<file path="src/rtl/id_ex_stage_reg.sv">
// ID/EX pipeline register with load-use detection, bubble, flush and hold.
// Optional event counters are enabled with the ID_EX_EVENT_CNT_EN macro.
module id_ex_stage_reg #(
   parameter int XLEN  = 32,
   parameter int RA_W  = 5,
   parameter int CNT_W = 32
) (
   input  logic            clk,
   input  logic            rst_n,
   input  logic            valid_d,
   input  logic            reg_write_d,
   input  logic [1:0]      result_src_d,
   input  logic            mem_write_d,
   input  logic            jump_d,
   input  logic            branch_d,
   input  logic            alu_src_d,
   input  logic [1:0]      alu_op_d,
   input  logic            alu_src_a_d,
   input  logic [2:0]      funct3_d,
   input  logic            funct7b5_d,
   input  logic [XLEN-1:0] rd1_d,
   input  logic [XLEN-1:0] rd2_d,
   input  logic [XLEN-1:0] pc_d,
   input  logic [XLEN-1:0] pc_plus4_d,
   input  logic [XLEN-1:0] imm_ext_d,
   input  logic [RA_W-1:0] rs1_d,
   input  logic [RA_W-1:0] rs2_d,
   input  logic [RA_W-1:0] rd_d,
   input  logic            flush_e,
   input  logic            stall_e,
   output logic            lw_stall,
`ifdef ID_EX_EVENT_CNT_EN
   output logic [CNT_W-1:0] bubble_cnt_e,
   output logic [CNT_W-1:0] flush_cnt_e,
`endif
   output logic            valid_e,
   output logic            reg_write_e,
   output logic [1:0]      result_src_e,
   output logic            mem_write_e,
   output logic            jump_e,
   output logic            branch_e,
   output logic            alu_src_e,
   output logic [1:0]      alu_op_e,
   output logic            alu_src_a_e,
   output logic [2:0]      funct3_e,
   output logic            funct7b5_e,
   output logic [XLEN-1:0] rd1_e,
   output logic [XLEN-1:0] rd2_e,
   output logic [XLEN-1:0] pc_e,
   output logic [XLEN-1:0] pc_plus4_e,
   output logic [XLEN-1:0] imm_ext_e,
   output logic [RA_W-1:0] rs1_e,
   output logic [RA_W-1:0] rs2_e,
   output logic [RA_W-1:0] rd_e
);

   typedef struct packed {
      logic            valid;
      logic            reg_write;
      logic [1:0]      result_src;
      logic            mem_write;
      logic            jump;
      logic            branch;
      logic            alu_src;
      logic [1:0]      alu_op;
      logic            alu_src_a;
      logic [2:0]      funct3;
      logic            funct7b5;
      logic [XLEN-1:0] rd1;
      logic [XLEN-1:0] rd2;
      logic [XLEN-1:0] pc;
      logic [XLEN-1:0] pc_plus4;
      logic [XLEN-1:0] imm_ext;
      logic [RA_W-1:0] rs1;
      logic [RA_W-1:0] rs2;
      logic [RA_W-1:0] rd;
   } ex_slot_t;

   ex_slot_t ex_q, ex_d, in_s, bub_s;

   // Conservative: rs2 is compared even for formats that do not read it.
   assign lw_stall = ex_q.valid && (ex_q.result_src == 2'b01) && (ex_q.rd != '0) &&
                     valid_d && ((rs1_d == ex_q.rd) || (rs2_d == ex_q.rd));

   always_comb begin
      in_s.valid      = valid_d;
      in_s.reg_write  = reg_write_d;
      in_s.result_src = result_src_d;
      in_s.mem_write  = mem_write_d;
      in_s.jump       = jump_d;
      in_s.branch     = branch_d;
      in_s.alu_src    = alu_src_d;
      in_s.alu_op     = alu_op_d;
      in_s.alu_src_a  = alu_src_a_d;
      in_s.funct3     = funct3_d;
      in_s.funct7b5   = funct7b5_d;
      in_s.rd1        = rd1_d;
      in_s.rd2        = rd2_d;
      in_s.pc         = pc_d;
      in_s.pc_plus4   = pc_plus4_d;
      in_s.imm_ext    = imm_ext_d;
      in_s.rs1        = rs1_d;
      in_s.rs2        = rs2_d;
      in_s.rd         = rd_d;

      // Bubble kills control and rd but still loads data so EX sees defined values.
      bub_s            = in_s;
      bub_s.valid      = 1'b0;
      bub_s.reg_write  = 1'b0;
      bub_s.result_src = 2'b00;
      bub_s.mem_write  = 1'b0;
      bub_s.jump       = 1'b0;
      bub_s.branch     = 1'b0;
      bub_s.alu_src    = 1'b0;
      bub_s.alu_op     = 2'b00;
      bub_s.alu_src_a  = 1'b0;
      bub_s.rd         = '0;

      ex_d = in_s;
      if (flush_e)                  ex_d = bub_s;
      else if (stall_e)             ex_d = ex_q;
      else if (lw_stall || !valid_d) ex_d = bub_s;
   end

   always_ff @(posedge clk or negedge rst_n) begin
      if (!rst_n) ex_q <= '0;
      else        ex_q <= ex_d;
   end

`ifdef ID_EX_EVENT_CNT_EN
   logic [CNT_W-1:0] bubble_cnt_q, flush_cnt_q;

   always_ff @(posedge clk or negedge rst_n) begin
      if (!rst_n) begin
         bubble_cnt_q <= '0;
         flush_cnt_q  <= '0;
      end else begin
         if (flush_e) flush_cnt_q <= flush_cnt_q + CNT_W'(1);
         if (!flush_e && !stall_e && lw_stall) bubble_cnt_q <= bubble_cnt_q + CNT_W'(1);
      end
   end

   assign bubble_cnt_e = bubble_cnt_q;
   assign flush_cnt_e  = flush_cnt_q;
`endif

   assign valid_e      = ex_q.valid;
   assign reg_write_e  = ex_q.reg_write;
   assign result_src_e = ex_q.result_src;
   assign mem_write_e  = ex_q.mem_write;
   assign jump_e       = ex_q.jump;
   assign branch_e     = ex_q.branch;
   assign alu_src_e    = ex_q.alu_src;
   assign alu_op_e     = ex_q.alu_op;
   assign alu_src_a_e  = ex_q.alu_src_a;
   assign funct3_e     = ex_q.funct3;
   assign funct7b5_e   = ex_q.funct7b5;
   assign rd1_e        = ex_q.rd1;
   assign rd2_e        = ex_q.rd2;
   assign pc_e         = ex_q.pc;
   assign pc_plus4_e   = ex_q.pc_plus4;
   assign imm_ext_e    = ex_q.imm_ext;
   assign rs1_e        = ex_q.rs1;
   assign rs2_e        = ex_q.rs2;
   assign rd_e         = ex_q.rd;

endmodule

</file>
<file path="config.mk">
export PLATFORM = sky130hd
export DESIGN_NAME = id_ex_stage_reg
export DESIGN_NICKNAME = d
export VERILOG_FILES = /design/src/rtl/id_ex_stage_reg.sv
export SDC_FILE = /design/constraint.sdc
export NUM_CORES = 1
export LEC_CHECK = 0
export ABC_AREA = 1
export CAP_MARGIN = 10
export CORE_AREA = 2 2 148 150
export CTS_CLUSTER_DIAMETER = 50
export DETAILED_ROUTE_END_ITERATION = 16
export DIE_AREA = 0 0 150 152
export GPL_TIMING_DRIVEN = 0
export PLACE_DENSITY = 0.72
export SETUP_SLACK_MARGIN = 0.3
export SYNTH_ARGS = -nofsm -noshare
export SYNTH_HDL_FRONTEND = slang
export SYNTH_SLANG_ARGS = --single-unit
export TNS_END_PERCENT = 10
</file>
<file path="constraint.sdc">
create_clock -name clk -period 1.7 [get_ports clk]
set_input_delay 0.17 -clock clk [delete_from_list [all_inputs] [get_ports clk]]
set_output_delay 0.17 -clock clk [all_outputs]
set_load 0.005 [all_outputs]
</file>
==> impl_metrics.py, run 1 <==
metrics = {
    "outcome": {
        "status": "complete, but fails checks",
        "violations": "negative setup slack",
    },
    "yosys": {
        "yosysSeqAreaShare_pct": 64.2,
        "synth_seq_cells": 190,
        "netlist_area_um2": 7410,
        "yosys_warnings": 0,
        "ys_types": 18,
        "synth_cells": 852,
        "synth_nets": 1046,
        "syn_area_per_cell_um2": 8.70,
    },
    "critical_path": {
        "max_stage_delay_ns": 0.44,
        "r2r-start": "rd_e[2]",
        "critPathLaunchType": "flop",
        "slowest_stage": "dfrtp_2",
        "critPathMaxFanout": 6,
        "cp.required_ns": 1.53,
        "path_common_cell": "nand2_2",
        "r2r_cells": 11,
        "arrival_ns": 1.62,
        "path_cells": "inv_2 > nand2_1 > nand2_2 > nor2_4 > nand3_1 > nand2_2 > nand2_4 > buf_12 > clkinv_4 > buf_6",
        "worstSetupPathType": "flop to output port",
        "r2r-end": "alu_op_e[0]",
        "crit_family": "simple AND/OR/NAND/NOR gates",
        "crit_buf_inv": 4,
        "rrSetupSlack_ns": 0.18,
        "crit_path_end_kind": "output port",
    },
    "sta": {
        "hold_viol": 0,
        "tns_ns": -0.0944,
        "fin_crit_sh_pct": 106,
        "setup_ws_ns": -0.0944,
        "holdWs_ns": 0.263,
        "layout_min_cycle_time_ns": 1.79,
        "setup_violations": 1,
        "timing.fmax_mhz": 557,
        "max_slew_margin_pct": 60.0,
        "drv_slew": 0,
        "skew_ns": 0.00780,
        "tightestPinTransition_ns": 0.601,
        "rsz0062_at_grt": "true",
    },
    "floorplan": {
        "io_pins": 385,
        "die_w_um": 150,
        "start_util_pct": 34.7,
        "die-area_um2": 22800,
        "rows": 54,
        "core_um2": 21400,
        "die_h_um": 152,
    },
    "global_routing": {
        "grt_pass1_wl_um": 37600,
        "first_global_vias": 6894,
        "grt_max_degree": 120,
        "grt-ovfl-total": 0,
        "grt_util_all_layers_pct": 21.2,
        "antenna_found_initial": 0,
    },
    "route": {
        "drc": 0,
        "viasPerCell": 4.45,
        "antenna_left": 0,
        "drt_wl_total_um": 24400,
        "dr_total_vias": 6948,
        "drt_first_pass_iters": 4,
        "wire_per_inst_um": 15.6,
        "first_iter_violations": 360,
    },
    "run": {
        "drv_cap": 0,
    },
    "worst_hold_path": {
        "min_from": "funct3_d[1]",
        "min_path_type": "input pin to flop",
        "whs_path_depth": 3,
        "min_to": "funct3_e[1]",
    },
    "layout": {
        "seqCellArea_um2": 4760,
        "final_nets": 1463,
        "drive_above_1_share_pct": 9.28,
        "fillCellCount": 1940,
        "fin_cells": 1562,
        "fin_area_um2": 12200,
        "area_growth_pct": 64.8,
        "final_common_cell": "nand2_1",
        "postLayoutCoreUtil_pct": 57.2,
        "antennaDiodeCount": 0,
        "layout_common_cells": "nand2_1, clkdlybuf4s50_1, dlygate4sd2_1",
        "multi_input_area_um2": 2460,
    },
    "place": {
        "place_hpwl_um": 17900,
        "portBuffers": 384,
        "place_area_um2": 11600,
        "dp_cells": 1517,
        "routabilityCongestion": 0.818,
    },
    "cts": {
        "numCtsBuffers": 17,
        "tritoncts": "built",
        "clk_pin_slew_ns": 0.08,
        "h-tree-depth": 4,
        "clk-insertion-delay-late_ns": 0.43,
        "cts.sinks": 190,
        "clock_path_buffers": 2,
        "cts-root-buf": "clkbuf_16",
    },
    "pwr": {
        "p_per_area_nw_per_um2": 880,
        "cellLeakagePower_nw": 6.46,
        "p_switching_mw": 2.84,
        "clockPowerShare_pct": 36.5,
        "p_seq_share_pct": 47.2,
        "max-vdd-ir-drop_mv": 0.560,
        "p_sw_share_pct": 26.4,
        "p_int_mw": 7.91,
        "share_comb_of_total_power_pct": 16.3,
    },
}
worst min-delay path, stage by stage:
cell and delay (ns):
clkdlybuf4s50_1 0.39, nand2_1 0.06, nand2_1 0.04
what timing repair did:
item,CTS,global route
buffers inserted,8,3
hold buffers,1,0
gates resized for setup,214,29
hold endpoints to repair,71,0
pin swaps,8,9
setup endpoints to repair,297,249
cloned,0,1
metrics by stage:
stage / worst slack [ns] / power, mW
3_5_place_dp: -0.419 / 7.14
2_1_floorplan: 0.448 / 5.64
3_3_place_gp: -7.59 / 7.11
5_1_grt: -0.201 / 11.3
4_1_cts: -0.120 / 10.8
6_report: -0.0944 / 10.7
synthesized netlist by cell type, drive strengths merged:
cell type,instances,area [um2]
nand3,19,135
nand2,566,2130
xnor2,2,17.5
buf,36,190
nor3b,1,18.8
clkbuf,5,18.8
nor2,12,52.6
dfrtp,190,4750
inv,15,56.3
o21ai,6,30.0
how the worst max path moves through the flow:
| stage | start | end | slack (ns) | cells past startpoint |
|---|---|---|---|---|
| finish | rd_e[2] | lw_stall | -0.09 | 10 |
| global placement | rst_n | pc_plus4_e[16] | -7.59 | 1 |
| floorplan | rd_e[0] | lw_stall | 0.45 | 8 |
| global route | rd_e[2] | lw_stall | -0.20 | 10 |
| CTS | rd_e[3] | lw_stall | -0.12 | 10 |
| detailed placement | rs2_d[3] | lw_stall | -0.42 | 11 |
flip-flops by register name, indices dropped and copies added, names as in the netlist, 2 cells and up:
register	flops
pc_plus4_e	32
rs1_e	5
imm_ext_e	32
rd2_e	32
alu_op_e	2
rd_e	5
funct3_e	3
rs2_e	5
rd1_e	32
pc_e	32
result_src_e	2
layout make-up:
class | count | share of cell area (%)
well taps | 280 | 2.87
clock inverters | 12 | 1.06
multi-input cells | 606 | 20.1
repair buffers | 398 | 31.0
plain buffers | 41 | 1.92
flip-flops and latches | 190 | 39.0
clock buffers | 20 | 3.58
inverters | 15 | 0.502
kinds of logic after synthesis:
kind of cell | after synthesis | synth area share (%)
flip-flops | 190 | 64.2
XOR/XNOR | 2 | 0.236
buffers and inverters | 56 | 3.58
AND/OR/NAND/NOR | 598 | 31.6
AO/OA/AOI/OAI | 6 | 0.405
power by group through the flow:
stage | clock, mW | combinational [mW] | sequential (mW)
2_1_floorplan | 0 | 0.460 | 5.18
3_3_place_gp | 0 | 1.95 | 5.16
3_5_place_dp | 0 | 1.98 | 5.16
4_1_cts | 4.02 | 1.75 | 5.07
5_1_grt | 4.23 | 1.93 | 5.11
6_report | 3.93 | 1.75 | 5.07
routing by layer:
metal | up-vias | wire, um | GRT usage (%)
met5 | - | 0 | 0
li1 | 3411 | - | -
met2 | 262 | 12100 | 36.4
met1 | 3235 | 9850 | 25.4
met3 | 40 | 1870 | 5.71
met4 | 0 | 629 | 7.86
Power figures use the tool's default switching activity.
==> inputs of run 2 (changes only) <==
==> constraint.sdc (replaced) <==
create_clock -name clk -period 1.9 [get_ports clk]
set_input_delay 0.19 -clock clk [delete_from_list [all_inputs] [get_ports clk]]
set_output_delay 0.19 -clock clk [all_outputs]
set_load 0.005 [all_outputs]
==> impl_metrics.py, run 2 (synthesis gave the netlist of run 1 again) <==
metrics = {
    "cts": {
        "clk_pin_slew_ns": 0.08,
        "numCtsBuffers": 17,
        "cts.sinks": 190,
        "h-tree-depth": 4,
        "clk-insertion-delay-late_ns": 0.43,
        "tritoncts": "built",
        "clock_path_buffers": 2,
        "cts-root-buf": "clkbuf_16",
    },
    "critical_path": {
        "path_cells": "inv_2 > nand2_2 > nand2_2 > nor2_2 > nand3_1 > nand2_2 > nand2_4 > buf_12 > clkinv_4 > buf_6",
        "critPathMaxFanout": 6,
        "arrival_ns": 1.62,
        "max_stage_delay_ns": 0.44,
        "cp.required_ns": 1.71,
        "worstSetupPathType": "flop to output port",
        "crit_buf_inv": 4,
        "crit_family": "simple AND/OR/NAND/NOR gates",
        "crit_path_end_kind": "output port",
        "path_common_cell": "nand2_2",
        "slowest_stage": "dfrtp_2",
        "critPathLaunchType": "flop",
    },
    "pwr": {
        "cellLeakagePower_nw": 6.14,
        "total_power_mw": 9.83,
        "p_per_area_nw_per_um2": 798,
        "max-vdd-ir-drop_mv": 0.501,
    },
    "place": {
        "routabilityCongestion": 0.818,
        "portBuffers": 384,
        "dp_cells": 1517,
        "place_hpwl_um": 17900,
    },
    "route": {
        "first_iter_violations": 343,
        "drt_wl_total_um": 24200,
        "dr_total_vias": 6906,
        "viasPerCell": 4.44,
        "drt_first_pass_iters": 4,
        "antenna_left": 0,
        "drc": 0,
        "wire_per_inst_um": 15.5,
    },
    "worst_hold_path": {
        "min_path_type": "input pin to flop",
    },
    "sta": {
        "setup_violations": 0,
        "fin_crit_sh_pct": 95.5,
        "drv_slew": 0,
        "skew_ns": 0.00919,
        "rsz0062_at_grt": "true",
        "tns_ns": 0,
        "hold_viol": 0,
        "timing.fmax_mhz": 551,
        "tightestPinTransition_ns": 0.600,
        "max_slew_margin_pct": 60.0,
        "layout_min_cycle_time_ns": 1.81,
    },
    "floorplan": {
        "die-area_um2": 22800,
        "die_w_um": 150,
        "core_um2": 21400,
        "start_util_pct": 34.7,
        "io_pins": 385,
        "die_h_um": 152,
        "rows": 54,
    },
    "global_routing": {
        "antenna_found_initial": 0,
        "grt_util_all_layers_pct": 21.1,
        "grt-ovfl-total": 0,
        "grt_max_degree": 120,
        "first_global_vias": 6836,
        "grt_pass1_wl_um": 37400,
    },
    "layout": {
        "layout_common_cells": "nand2_1, clkdlybuf4s50_1, dfrtp_1",
        "antennaDiodeCount": 0,
        "area_growth_pct": 66.3,
        "drive_above_1_share_pct": 7.99,
        "fin_cells": 1557,
        "final_common_cell": "nand2_1",
        "final_nets": 1458,
        "fillCellCount": 1906,
    },
    "outcome": {
        "status": "complete, no violations",
    },
    "run": {
        "drv_cap": 0,
    },
}
run 2: cell types whose count changed in the layout (fill, tap and decap cells not counted), sizes merged:
cell / change
dlymetal6s2s: +6
buf: -7
clkdlybuf4s50: +184
clkbuf: -1
dlygate4sd2: -187
run 2: cell type report:
cell class                      count  area [um2]  area share, %
Timing Repair Buffer              393        3960           32.1
Buffer                             41         218           1.77
Inverter                           15        61.3          0.498
Sequential cell                   190        4760           38.6
Clock inverter                     12         129           1.05
Multi-Input combinational cell    606        2410           19.6
Tap cell                          280         350           2.84
Clock buffer                       20         437           3.54
run 2: report_power, final:
part	switching, mW	internal [mW]	leakage, nW
logic	0.694	1.07	3.58
registers	0.186	4.36	2.29
clock network	1.67	1.85	0.264
total	2.55	7.28	6.14
run 2: repair_timing:
item | in CTS | in global routing
hold endpoints to repair | 71 | 0
resized for setup | 12 | 17
setup endpoints to repair | 6 | 16
hold buffers | 1 | 0
pin swaps | 7 | 7
buffers inserted | 5 | 2
run 2: worst min-delay path: cells and delay by family:
| kind | cells | cell delay, ns |
|---|---|---|
| simple gates | 2 | 0.10 |
| buf+inv | 1 | 0.39 |
run 2: stage by stage:
step                      area, um2  utilization, %  hold slack (ns)  worst slack (ns)
after floorplan                7410               -           -0.106             0.628
after global placement        11600            54.3            0.461             -7.41
after detailed placement      11600            54.5            0.186            -0.259
after CTS                     12300            57.4            0.264            0.0603
after global routing          12300            57.7            0.275          -0.00837
final                         12300            57.7            0.284            0.0860
run 2: worst paths after layout:
path                           startpoint              to  slack [ns]  depth (start not counted)
max in group asynchronous           rst_n        rd2_e[0]        0.61                          3
setup reg to reg                  rd_e[2]     alu_op_e[0]        0.38                         11
setup / recovery                  rd_e[2]        lw_stall        0.09                         10
min in group asynchronous           rst_n     alu_src_a_e        0.30                          2
hold reg to reg            pc_plus4_e[26]  pc_plus4_e[26]        0.48                          2
hold / removal                funct3_d[1]     funct3_e[1]        0.28                          3
run 2: routing by layer:
layer / global-route usage (%) / share of wire, % / vias to the layer above
li1: - / - / 3394
met1: 25.3 / 40 / 3215
met2: 36.1 / 49 / 254
met3: 5.77 / 7.7 / 43
met4: 8.00 / 2.6 / 0
met5: 0 / 0 / -
